`src/rtl/alu_issue_stage.sv`:
```
// ============================================================================
// alu_issue_stage
//   Two-stage issue/resolve wrapper around a combinational ALU. It decodes a
//   MIPS instruction into ALU controls and then captures the ALU result.
//   Rev 1.0 - initial release
// ============================================================================
`default_nettype none

module alu_issue_stage (
    input  logic        clk,
    input  logic        rst_n,

    input  logic        in_valid,
    output logic        in_ready,
    input  logic [31:0] in_instr,
    input  logic [31:0] in_pc,
    input  logic [31:0] in_rs_val,
    input  logic [31:0] in_rt_val,
    input  logic        flush,

    output logic [2:0]  ALUOP,
    output logic [31:0] In1,
    output logic [31:0] In2,
    input  logic [31:0] OUT,
    input  logic        ZeroFlag,

    output logic        out_valid,
    input  logic        out_ready,
    output logic [31:0] res_data,
    output logic [4:0]  res_rd,
    output logic        res_wr,
    output logic        res_mem_rd,
    output logic        res_mem_wr,
    output logic [31:0] res_store_data,
    output logic        res_br_taken,
    output logic [31:0] res_br_target,
    output logic        res_illegal
);

    localparam logic [5:0] OP_RTYPE = 6'h00;
    localparam logic [5:0] OP_BEQ   = 6'h04;
    localparam logic [5:0] OP_BNE   = 6'h05;
    localparam logic [5:0] OP_ADDI  = 6'h08;
    localparam logic [5:0] OP_ANDI  = 6'h0C;
    localparam logic [5:0] OP_ORI   = 6'h0D;
    localparam logic [5:0] OP_LW    = 6'h23;
    localparam logic [5:0] OP_SW    = 6'h2B;

    localparam logic [5:0] FN_SLL   = 6'h00;
    localparam logic [5:0] FN_SRL   = 6'h02;
    localparam logic [5:0] FN_ADD   = 6'h20;
    localparam logic [5:0] FN_SUB   = 6'h22;
    localparam logic [5:0] FN_AND   = 6'h24;
    localparam logic [5:0] FN_OR    = 6'h25;
    localparam logic [5:0] FN_SLT   = 6'h2A;

    localparam logic [2:0] ALU_ADD  = 3'd0;
    localparam logic [2:0] ALU_SUB  = 3'd1;
    localparam logic [2:0] ALU_AND  = 3'd2;
    localparam logic [2:0] ALU_OR   = 3'd3;
    localparam logic [2:0] ALU_SLL  = 3'd4;
    localparam logic [2:0] ALU_SRL  = 3'd5;
    localparam logic [2:0] ALU_CMP  = 3'd6;
    localparam logic [2:0] ALU_SLT  = 3'd7;

    // Instruction fields
    logic [5:0]  op;
    logic [5:0]  funct;
    logic [4:0]  rt_field;
    logic [4:0]  rd_field;
    logic [4:0]  shamt;
    logic [15:0] imm;
    logic [31:0] imm_sext;
    logic [31:0] imm_zext;
    logic        unused_rs_field;

    assign op              = in_instr[31:26];
    assign funct           = in_instr[5:0];
    assign rt_field        = in_instr[20:16];
    assign rd_field        = in_instr[15:11];
    assign shamt           = in_instr[10:6];
    assign imm             = in_instr[15:0];
    assign imm_sext        = {{16{imm[15]}}, imm};
    assign imm_zext        = {16'd0, imm};
    assign unused_rs_field = ^in_instr[25:21];

    // Decode results
    logic [2:0]  dec_aluop;
    logic [31:0] dec_in1;
    logic [31:0] dec_in2;
    logic [4:0]  dec_dest;
    logic        dec_writes;
    logic        dec_wr;
    logic        dec_mem_rd;
    logic        dec_mem_wr;
    logic [31:0] dec_store;
    logic        dec_beq;
    logic        dec_bne;
    logic [31:0] dec_target;
    logic        dec_illegal;

    always_comb begin
        dec_aluop   = ALU_ADD;
        dec_in1     = 32'd0;
        dec_in2     = 32'd0;
        dec_dest    = 5'd0;
        dec_writes  = 1'b0;
        dec_mem_rd  = 1'b0;
        dec_mem_wr  = 1'b0;
        dec_store   = 32'd0;
        dec_beq     = 1'b0;
        dec_bne     = 1'b0;
        dec_illegal = 1'b0;

        case (op)
            OP_RTYPE: begin
                dec_dest   = rd_field;
                dec_writes = 1'b1;
                dec_in1    = in_rs_val;
                dec_in2    = in_rt_val;
                case (funct)
                    FN_ADD: dec_aluop = ALU_ADD;
                    FN_SUB: dec_aluop = ALU_SUB;
                    FN_AND: dec_aluop = ALU_AND;
                    FN_OR:  dec_aluop = ALU_OR;
                    FN_SLT: dec_aluop = ALU_SLT;
                    FN_SLL: begin
                        dec_aluop = ALU_SLL;
                        dec_in1   = in_rt_val;
                        dec_in2   = {27'd0, shamt};
                    end
                    FN_SRL: begin
                        dec_aluop = ALU_SRL;
                        dec_in1   = in_rt_val;
                        dec_in2   = {27'd0, shamt};
                    end
                    default: begin
                        dec_illegal = 1'b1;
                        dec_dest    = 5'd0;
                        dec_writes  = 1'b0;
                        dec_in1     = 32'd0;
                        dec_in2     = 32'd0;
                    end
                endcase
            end
            OP_ADDI, OP_LW, OP_SW: begin
                dec_aluop  = ALU_ADD;
                dec_in1    = in_rs_val;
                dec_in2    = imm_sext;
                dec_dest   = rt_field;
                dec_writes = (op != OP_SW);
                dec_mem_rd = (op == OP_LW);
                dec_mem_wr = (op == OP_SW);
                dec_store  = (op == OP_SW) ? in_rt_val : 32'd0;
            end
            OP_ANDI, OP_ORI: begin
                dec_aluop  = (op == OP_ANDI) ? ALU_AND : ALU_OR;
                dec_in1    = in_rs_val;
                dec_in2    = imm_zext;
                dec_dest   = rt_field;
                dec_writes = 1'b1;
            end
            OP_BEQ, OP_BNE: begin
                dec_aluop = ALU_CMP;
                dec_in1   = in_rs_val;
                dec_in2   = in_rt_val;
                dec_beq   = (op == OP_BEQ);
                dec_bne   = (op == OP_BNE);
            end
            default: dec_illegal = 1'b1;
        endcase
    end

    // Writes to r0 are architecturally discarded, so drop the strobe here.
    assign dec_wr     = dec_writes & ~dec_illegal & (dec_dest != 5'd0);
    assign dec_target = (dec_beq | dec_bne)
                      ? (in_pc + 32'd4 + {imm_sext[29:0], 2'b00})
                      : 32'd0;

    // Handshake
    logic s1_valid;
    logic s2_adv;
    logic s1_adv;
    logic accept;

    assign s2_adv   = ~out_valid | out_ready;
    assign s1_adv   = s1_valid & s2_adv & ~flush;
    assign in_ready = (~s1_valid | s2_adv) & ~flush;
    assign accept   = in_valid & in_ready;

    // S1: execute register. Payload only loads on accept so the ALU inputs
    // stay frozen while the stage is stalled.
    logic [4:0]  s1_rd;
    logic        s1_wr;
    logic        s1_mem_rd;
    logic        s1_mem_wr;
    logic [31:0] s1_store;
    logic        s1_beq;
    logic        s1_bne;
    logic [31:0] s1_target;
    logic        s1_illegal;

    always_ff @(posedge clk or negedge rst_n) begin
        if (!rst_n) begin
            s1_valid   <= 1'b0;
            ALUOP      <= 3'd0;
            In1        <= 32'd0;
            In2        <= 32'd0;
            s1_rd      <= 5'd0;
            s1_wr      <= 1'b0;
            s1_mem_rd  <= 1'b0;
            s1_mem_wr  <= 1'b0;
            s1_store   <= 32'd0;
            s1_beq     <= 1'b0;
            s1_bne     <= 1'b0;
            s1_target  <= 32'd0;
            s1_illegal <= 1'b0;
        end else if (accept) begin
            s1_valid   <= 1'b1;
            ALUOP      <= dec_aluop;
            In1        <= dec_in1;
            In2        <= dec_in2;
            s1_rd      <= dec_dest;
            s1_wr      <= dec_wr;
            s1_mem_rd  <= dec_mem_rd;
            s1_mem_wr  <= dec_mem_wr;
            s1_store   <= dec_store;
            s1_beq     <= dec_beq;
            s1_bne     <= dec_bne;
            s1_target  <= dec_target;
            s1_illegal <= dec_illegal;
        end else if (flush || s1_adv) begin
            s1_valid   <= 1'b0;
        end
    end

    // S2: result register, sampling the ALU while S1 hands over.
    always_ff @(posedge clk or negedge rst_n) begin
        if (!rst_n) begin
            out_valid      <= 1'b0;
            res_data       <= 32'd0;
            res_rd         <= 5'd0;
            res_wr         <= 1'b0;
            res_mem_rd     <= 1'b0;
            res_mem_wr     <= 1'b0;
            res_store_data <= 32'd0;
            res_br_taken   <= 1'b0;
            res_br_target  <= 32'd0;
            res_illegal    <= 1'b0;
        end else if (s1_adv) begin
            out_valid      <= 1'b1;
            res_data       <= OUT;
            res_rd         <= s1_rd;
            res_wr         <= s1_wr;
            res_mem_rd     <= s1_mem_rd;
            res_mem_wr     <= s1_mem_wr;
            res_store_data <= s1_store;
            res_br_taken   <= (s1_beq & ZeroFlag) | (s1_bne & ~ZeroFlag);
            res_br_target  <= s1_target;
            res_illegal    <= s1_illegal;
        end else if (out_ready) begin
            out_valid      <= 1'b0;
        end
    end

endmodule

`default_nettype wire

```
`config.mk`:
```
export PLATFORM = sky130hd
export DESIGN_NAME = alu_issue_stage
export DESIGN_NICKNAME = d
export VERILOG_FILES = /design/src/rtl/alu_issue_stage.sv
export SDC_FILE = /design/constraint.sdc
export NUM_CORES = 1
export LEC_CHECK = 0
export CAP_MARGIN = 20
export CORE_MARGIN = 4
export CORE_UTILIZATION = 44
export CTS_BUF_LIST = sky130_fd_sc_hd__clkbuf_4 sky130_fd_sc_hd__clkbuf_8 sky130_fd_sc_hd__clkbuf_16
export DETAILED_ROUTE_END_ITERATION = 8
export GPL_ROUTABILITY_DRIVEN = 1
export PLACE_DENSITY = 0.84
export SETUP_SLACK_MARGIN = 0.15
export SYNTH_ARGS = -nofsm -noshare
export SYNTH_HDL_FRONTEND = slang
export SYNTH_SLANG_ARGS = --single-unit
```
`constraint.sdc`:
```
create_clock -name clk -period 1.7 [get_ports clk]
set_clock_uncertainty 0.1 [all_clocks]
set_input_delay 0.51 -clock clk [delete_from_list [all_inputs] [get_ports clk]]
set_output_delay 0.51 -clock clk [all_outputs]
set_load 0.01 [all_outputs]
```
==> qor.yml, run 1 <==
synth:
  yosys.area_share.simple_pct: 8.246
  muxShareOfSynthArea_pct: 9.885
  synthXorXnorAreaFrac_pct: 1.597
  synthCells: 1062
  synthFlopType: "dfrtp_1"
  ys_warn_count: 0
  synth_top_area_share_pct: 51.86
  synthArstFlopShare_pct: 100.0
  synth_top_area_cell: "dfrtp_1"
  ys_seq_area_share_pct: 51.86
  synth_nets: 1286
  syn-cell-area_um2: 12060
  avgSynthCellArea_um2: 11.36
  netlist_top_cells_area: "dfrtp_1 52%, mux2_2 9.8%, ha_1 5.9%"
  ys_types: 70
  synth_top_family_by_area: "compound AO/OA/AOI/OAI gates"
  synth_fa_ha_area_share_pct: 6.078
  synth_compound_area_share_pct: 18.63
  synth_edf_count: 0
  synth-seq-cells: 250
drt:
  routed_wl_um: 66830
  via_per_inst: 6.491
  drc: 0
  dr.first_iter.drc_count: 1591
  ant_nets: 0
  wire_per_inst_um: 31.98
  firstDrtPassIters: 7
  vias: 13570
place:
  pre_cts_ws_ns: -1.637
  dp_cells: 1829
  hpwlAfterDp_um: 30640
  place_congestion: 0.9101
  port_buffers: 335
cts:
  htreeDepth: 1
  clkLatencyLatePin_ns: 0.56
  clk_pin_slew_ns: 0.06
  clock_path_buffers: 3
  tritoncts: "done"
  cts_sinks: 250
  cts_buffers: 27
  clockRootBuffer: "clkbuf_16"
timing:
  layout_setup_ws_ns: -0.7929
  setup_viol: 328
  hold_ws_ns: 0.2535
  maxSlewViolCount: 0
  hold_violations: 0
  slew_headroom_pct: 66.02
  fmax_ghz: 0.4011
  tightest_slew_ns: 0.5082
  grt_setup_unrepaired: "true"
  period_needed_ns: 2.493
  fin_crit_sh_pct: 146.6
critical_path:
  rrSetupSlack_ns: -0.36
  r2r_end: "In2[29]"
  criticalPathCategory: "primary input to flop"
  r2r-start: "out_valid"
  worstSetupEndpoint: "s1_target[13]"
  cp_data_arrival_time_ns: 2.80
  critical_path.startpoint: "in_instr[1]"
  startpoint_type: "primary input"
  critical_path.max_fanout: 4
  crit_required_ns: 2.01
  endpoint_kind: "flop"
  worstRegToRegCells: 10
finish:
  final_cells: 2090
  fin_nets: 1951
  mostFrequentLayoutCell: "dfrtp_1"
  drive_gt1_share_pct: 60.74
  synthToLayoutAreaGrowth_pct: 85.19
  layout_common_cells: "249 x dfrtp_1, 240 x buf_4, 153 x buf_6, 111 x clkdlybuf4s50_1, 104 x mux2_2"
grt:
  grt_pass1_vias: 13000
  grt_pass1_wl_um: 79830
  antenna_found_initial: 6
  track_usage_pct: 33.83
  grt-ovfl-total: 0
  grt_max_degree: 55
pwr:
  p_per_area_nw_per_um2: 779.2
  power.leakage_nw: 10.49
  internal-power_mw: 12.14
  seqPwrFrac_pct: 36.9
  ir_drop_mv: 0.9389
  power_frac_comb_pct: 27.5
  p_switching_mw: 5.266
  sw_frac_of_total_pct: 30.25
  power_frac_clock_pct: 35.5
floorplanning:
  die_y_um: 173.6
  fp.dieW_um: 173.6
  rows: 60
  ioPinCount: 341
  start_util_pct: 44.76
  core-area_um2: 26950
  design.die.area_um2: 30130
min_path:
  hp-class: "primary input to flop"
run_status:
  violations: "negative setup slack"
  status: "finished with violations"
run:
  cap_violations: 0
cell families (layout without fill, tap and decap cells):
kind of cell | count (synthesis) | count (layout)
other | 0 | 4
buffers and inverters | 87 | 765
and+or+nand+nor | 215 | 220
AOI/OAI and AO/OA | 324 | 324
xor gates and xnor gates | 22 | 22
muxes | 106 | 106
DFF | 250 | 250
adders and majority gates | 58 | 58
power groups by stage:
stage | combinational, mW | sequential (mW) | clock [mW]
floorplan | 1.56 | 6.57 | 0
global placement | 3.45 | 6.46 | 0
detailed placement | 3.51 | 6.48 | 0
CTS | 3.98 | 6.38 | 6.02
global route | 4.96 | 6.44 | 6.43
finish | 4.79 | 6.42 | 6.19
layout make-up:
type,count,area (um2)
fillers,1195,4612
multi-input cells,730,7582
repair buffers,700,7098
diodes,4,10.01
well taps,341,426.7
inverters,18,67.56
clock inverters,13,143.9
flip-flops and latches,250,6257
clock buffers,34,753.2
critical path, cell delays in order:
cell and delay [ns]:
buf_6 0.10, ha_4 0.27, ha_4 0.14, inv_2 0.05, fa_2 0.42, nor2b_4 0.19
o21bai_4 0.09, a31o_4 0.27, buf_4 0.15, buf_6 0.12, nand2_4 0.07, a31oi_2 0.09
xor2_1 0.21, o21ai_1 0.11
Yosys cell counts (3+ instances only):
cell type,n
buf_6,11
dfrtp_1,250
o211ai_1,4
o21bai_1,5
buf_4,3
a22oi_1,48
a21oi_1,46
and3_1,4
a22o_1,36
nor2b_1,6
xor2_1,9
nand2_1,135
a41oi_2,3
nand3_1,13
nor2_1,17
a21o_1,14
o41ai_1,3
a21oi_2,4
a31oi_1,5
buf_2,21
nand4_1,6
a32o_1,4
o21a_1,6
o21ai_1,69
a222oi_1,5
ha_1,57
o21ai_0,41
clkbuf_1,34
or3_1,3
o31ai_1,8
or4_1,3
nor3_1,8
xnor2_1,13
mux2_2,105
inv_1,17
sequential cells by signal (all words and copies together), names as in the netlist, 3 cells and up:
register,flops
In1,32
In2,32
res_br_target,32
res_data,32
res_store_data,32
s1_store,32
s1_target,32
res_rd,5
s1_rd,5
ALUOP,3
metrics by stage:
stage	setup TNS (ns)	area [um2]	util, %	power [mW]
after floorplan	-31.81	13240	-	8.133
after global placement	-200.57	17740	65.82	9.914
after detailed placement	-206.77	17740	65.82	9.988
after CTS	-37.36	20500	76.07	16.38
after global routing	-75.51	22340	82.88	17.84
final	-64.79	22340	82.89	17.41
worst min-delay path by stage:
stage	slack [ns]	cells past startpoint	startpoint	endpoint
CTS	0.27	4	in_pc[2]	s1_target[2]
floorplan	0.11	0	rst_n	ALUOP[0]
global route	0.25	2	in_instr[26]	s1_beq
finish	0.25	2	in_instr[26]	s1_beq
detailed placement	0.34	1	rst_n	res_store_data[25]
global placement	0.33	1	rst_n	res_store_data[25]
what timing repair did:
action	CTS	global route
cloned	28	23
hold buffers	1	0
hold endpoints to repair	36	0
resized for setup	1189	188
setup buffers	87	72
setup endpoints to repair	423	423
pin swaps	132	83
metal layers:
metal	global-route usage, %	part of all wire (%)	vias up
met2	56.99	46	1218
li1	-	-	5237
met3	8.244	11	536
met1	40.01	33	6570
met5	0	0.063	-
met4	18.41	10	6
Power figures use the tool's default switching activity.
==> run 2, diff against run 1 <==
CTS_BUF_LIST = unset   (was sky130_fd_sc_hd__clkbuf_4 sky130_fd_sc_hd__clkbuf_8 sky130_fd_sc_hd__clkbuf_16)
==> run 2 against run 1 <==
Effect of this change: the flow still finishes with violations (negative setup slack); worst hold slack improved by 0.051 ns; combinational power about the same; utilization increased by 0.77 points; wire length increased by 1.3%; clock-buffer cell count unchanged; first-iteration DRC count increased by 0.57%; design area increased by 0.93%; sequential power about the same; via count increased by 0.67%; register-to-register slack got worse by 0.07 ns; flip-flop and latch count unchanged; final cell count about the same; critical path type unchanged; largest power group unchanged.
==> qor.yml, run 2 (synthesized netlist as in run 1, its figures left out) <==
run_status:
  status: "finished with violations"
  violations: "negative setup slack"
floorplanning:
  core-area_um2: 26950  # unchanged
  die_y_um: 173.6  # unchanged
  fp.dieW_um: 173.6  # unchanged
  rows: 60  # unchanged
  start_util_pct: 44.76  # unchanged
  ioPinCount: 341  # unchanged
  design.die.area_um2: 30130  # unchanged
timing:
  fmax_ghz: 0.3966  # -1.1%
  slew_headroom_pct: 64.40  # -1.6 points
  tns_ns: -73.78  # -8.996 ns
  maxSlewViolCount: 0  # unchanged
  fin_crit_sh_pct: 148.3  # +1.7 points
  hold_violations: 0  # unchanged
  grt_setup_unrepaired: "true"
  layout_setup_ws_ns: -0.8212  # -0.02830 ns
  tightest_slew_ns: 0.5325  # +0.02433 ns
  period_needed_ns: 2.521  # +0.02830 ns
  setup_viol: 344  # +4.9%
drt:
  ant_nets: 0  # unchanged
  routed_wl_um: 67680  # +1.3%
  vias: 13660  # +0.67%
  drc: 0  # unchanged
  dr.first_iter.drc_count: 1600  # +0.57%
  wire_per_inst_um: 32.35  # +1.2%
  via_per_inst: 6.529  # +0.57%
  firstDrtPassIters: 6  # -1
critical_path:
  critPathTopFamily: "adder cells"
  startpoint_type: "primary input"
  slowest_stage: "fa_2"
  worst-path-buf-inv: 4  # unchanged
  criticalPathCategory: "primary input to flop"
  cp_cell_sequence: "buf_6 -> ha_4 -> ha_4 -> inv_2 -> fa_2 -> nor2b_4 -> o21bai_4 -> a31o_4 -> buf_4 -> buf_6 -> nand2_4 -> a31oi_2 -> xor2_1 -> o21ai_1"
  critical_path.max_fanout: 4  # unchanged
  endpoint_kind: "flop"
  crit_required_ns: 2.04  # +0.03 ns
  cp_data_arrival_time_ns: 2.86  # +0.06 ns
  slowest_delay_ns: 0.39  # -0.03 ns
cts:
  clkLatencyLatePin_ns: 0.57  # about the same
  tritoncts: "done"
  cts_buffers: 27  # unchanged
  htreeDepth: 1  # unchanged
  clock_path_buffers: 3  # unchanged
  cts_sinks: 250  # unchanged
  clockRootBuffer: "clkbuf_16"
  clk_pin_slew_ns: 0.06  # about the same
place:
  hpwlAfterDp_um: 30640  # unchanged
  port_buffers: 335  # unchanged
  dp_cells: 1829  # unchanged
  pre_cts_ws_ns: -1.637  # unchanged
  place_congestion: 0.9101  # unchanged
pwr:
  power_frac_comb_pct: 27.7  # +0.2 points
  power.leakage_nw: 10.58  # +0.85%
  seqPwrFrac_pct: 37.0  # about the same
  sw_frac_of_total_pct: 30.44  # +0.18 points
  ir_drop_mv: 0.7213  # -23%
  power_mw: 17.41  # about the same
  internal-power_mw: 12.11  # -0.23%
  power_frac_clock_pct: 35.4  # about the same
  p_switching_mw: 5.300  # +0.65%
  p_per_area_nw_per_um2: 772.3  # -0.88%
min_path:
  hp-class: "primary input to flop"
grt:
  grt_pass1_vias: 13050  # +0.38%
  grt-ovfl-total: 0  # unchanged
  track_usage_pct: 34.63  # +0.80 points
  antenna_found_initial: 10  # +4
  grt_pass1_wl_um: 81470  # +2.0%
  grt_max_degree: 54  # -1.8%
finish:
  fin_util_pct: 83.66  # +0.77 points
  synthToLayoutAreaGrowth_pct: 86.91
  final_cells: 2092  # +0.096%
  fin_nets: 1952  # +0.051%
  layout_common_cells: "248 x dfrtp_1, 237 x buf_4, 146 x buf_6, 111 x clkdlybuf4s50_1, 104 x mux2_2"
  mostFrequentLayoutCell: "dfrtp_1"
  n_fill_cell: 1158  # -3.1%
  drive_gt1_share_pct: 61.00  # +0.25 points
run:
  cap_violations: 0  # unchanged
## run 2: stage by stage
step | instance area, um2 | hold WS, ns
floorplan | 13240 | 0.1144
global placement | 17740 | 0.3312
detailed placement | 17740 | 0.3394
CTS | 20840 | 0.2437
global route | 22550 | 0.3032
finish | 22550 | 0.3040
## run 2: path summary, 6_finish.rpt
path / from / endpoint / slack, ns / cells past startpoint
max in group asynchronous: rst_n / s1_target[22] / 0.42 / 3
max: in_instr[1] / s1_target[13] / -0.82 / 14
min: in_instr[26] / s1_beq / 0.30 / 2
max reg2reg: out_valid / s1_rd[1] / -0.43 / 10
min in group asynchronous: rst_n / res_store_data[25] / 0.37 / 2
min reg2reg: In1[10] / In1[10] / 0.38 / 2
## run 2: area by class of cell
type / count / area [um2] / area share, %
Multi-Input combinational cell: 729 / 7627 / 33.83
Timing Repair Buffer: 702 / 7268 / 32.24
Sequential cell: 250 / 6259 / 27.76
Clock buffer: 34 / 742.0 / 3.291
Tap cell: 341 / 426.7 / 1.892
Clock inverter: 13 / 143.9 / 0.6382
Inverter: 18 / 67.56 / 0.2997
Antenna cell: 5 / 12.51 / 0.05549
## run 2: what timing repair did
item | CTS | global route
pin swaps | 138 | 105
endpoints found under the setup margin | 423 | 423
endpoints found under the hold margin | 36 | 0
hold buffers | 1 | 0
buffers inserted | 92 | 68
resized for setup | 1220 | 174
cloned | 32 | 18
## run 2: power groups by stage
stage          sequential (mW)  combinational [mW]  clock, mW
2_1_floorplan             6.57                1.56          0
3_3_place_gp              6.46                3.45          0
3_5_place_dp              6.48                3.51          0
4_1_cts                   6.38                4.06       5.97
5_1_grt                   6.45                5.00       6.41
6_report                  6.44                4.82       6.16
## run 2: layer usage
metal | share of wire [%] | track usage (%) | wire [um] | vias up
li1 | - | - | - | 5247
met1 | 33 | 39.89 | 22050 | 6595
met2 | 46 | 58.74 | 30860 | 1293
met3 | 11 | 9.182 | 7435 | 513
met4 | 11 | 19.37 | 7268 | 10
met5 | 0.087 | 0 | 59 | -
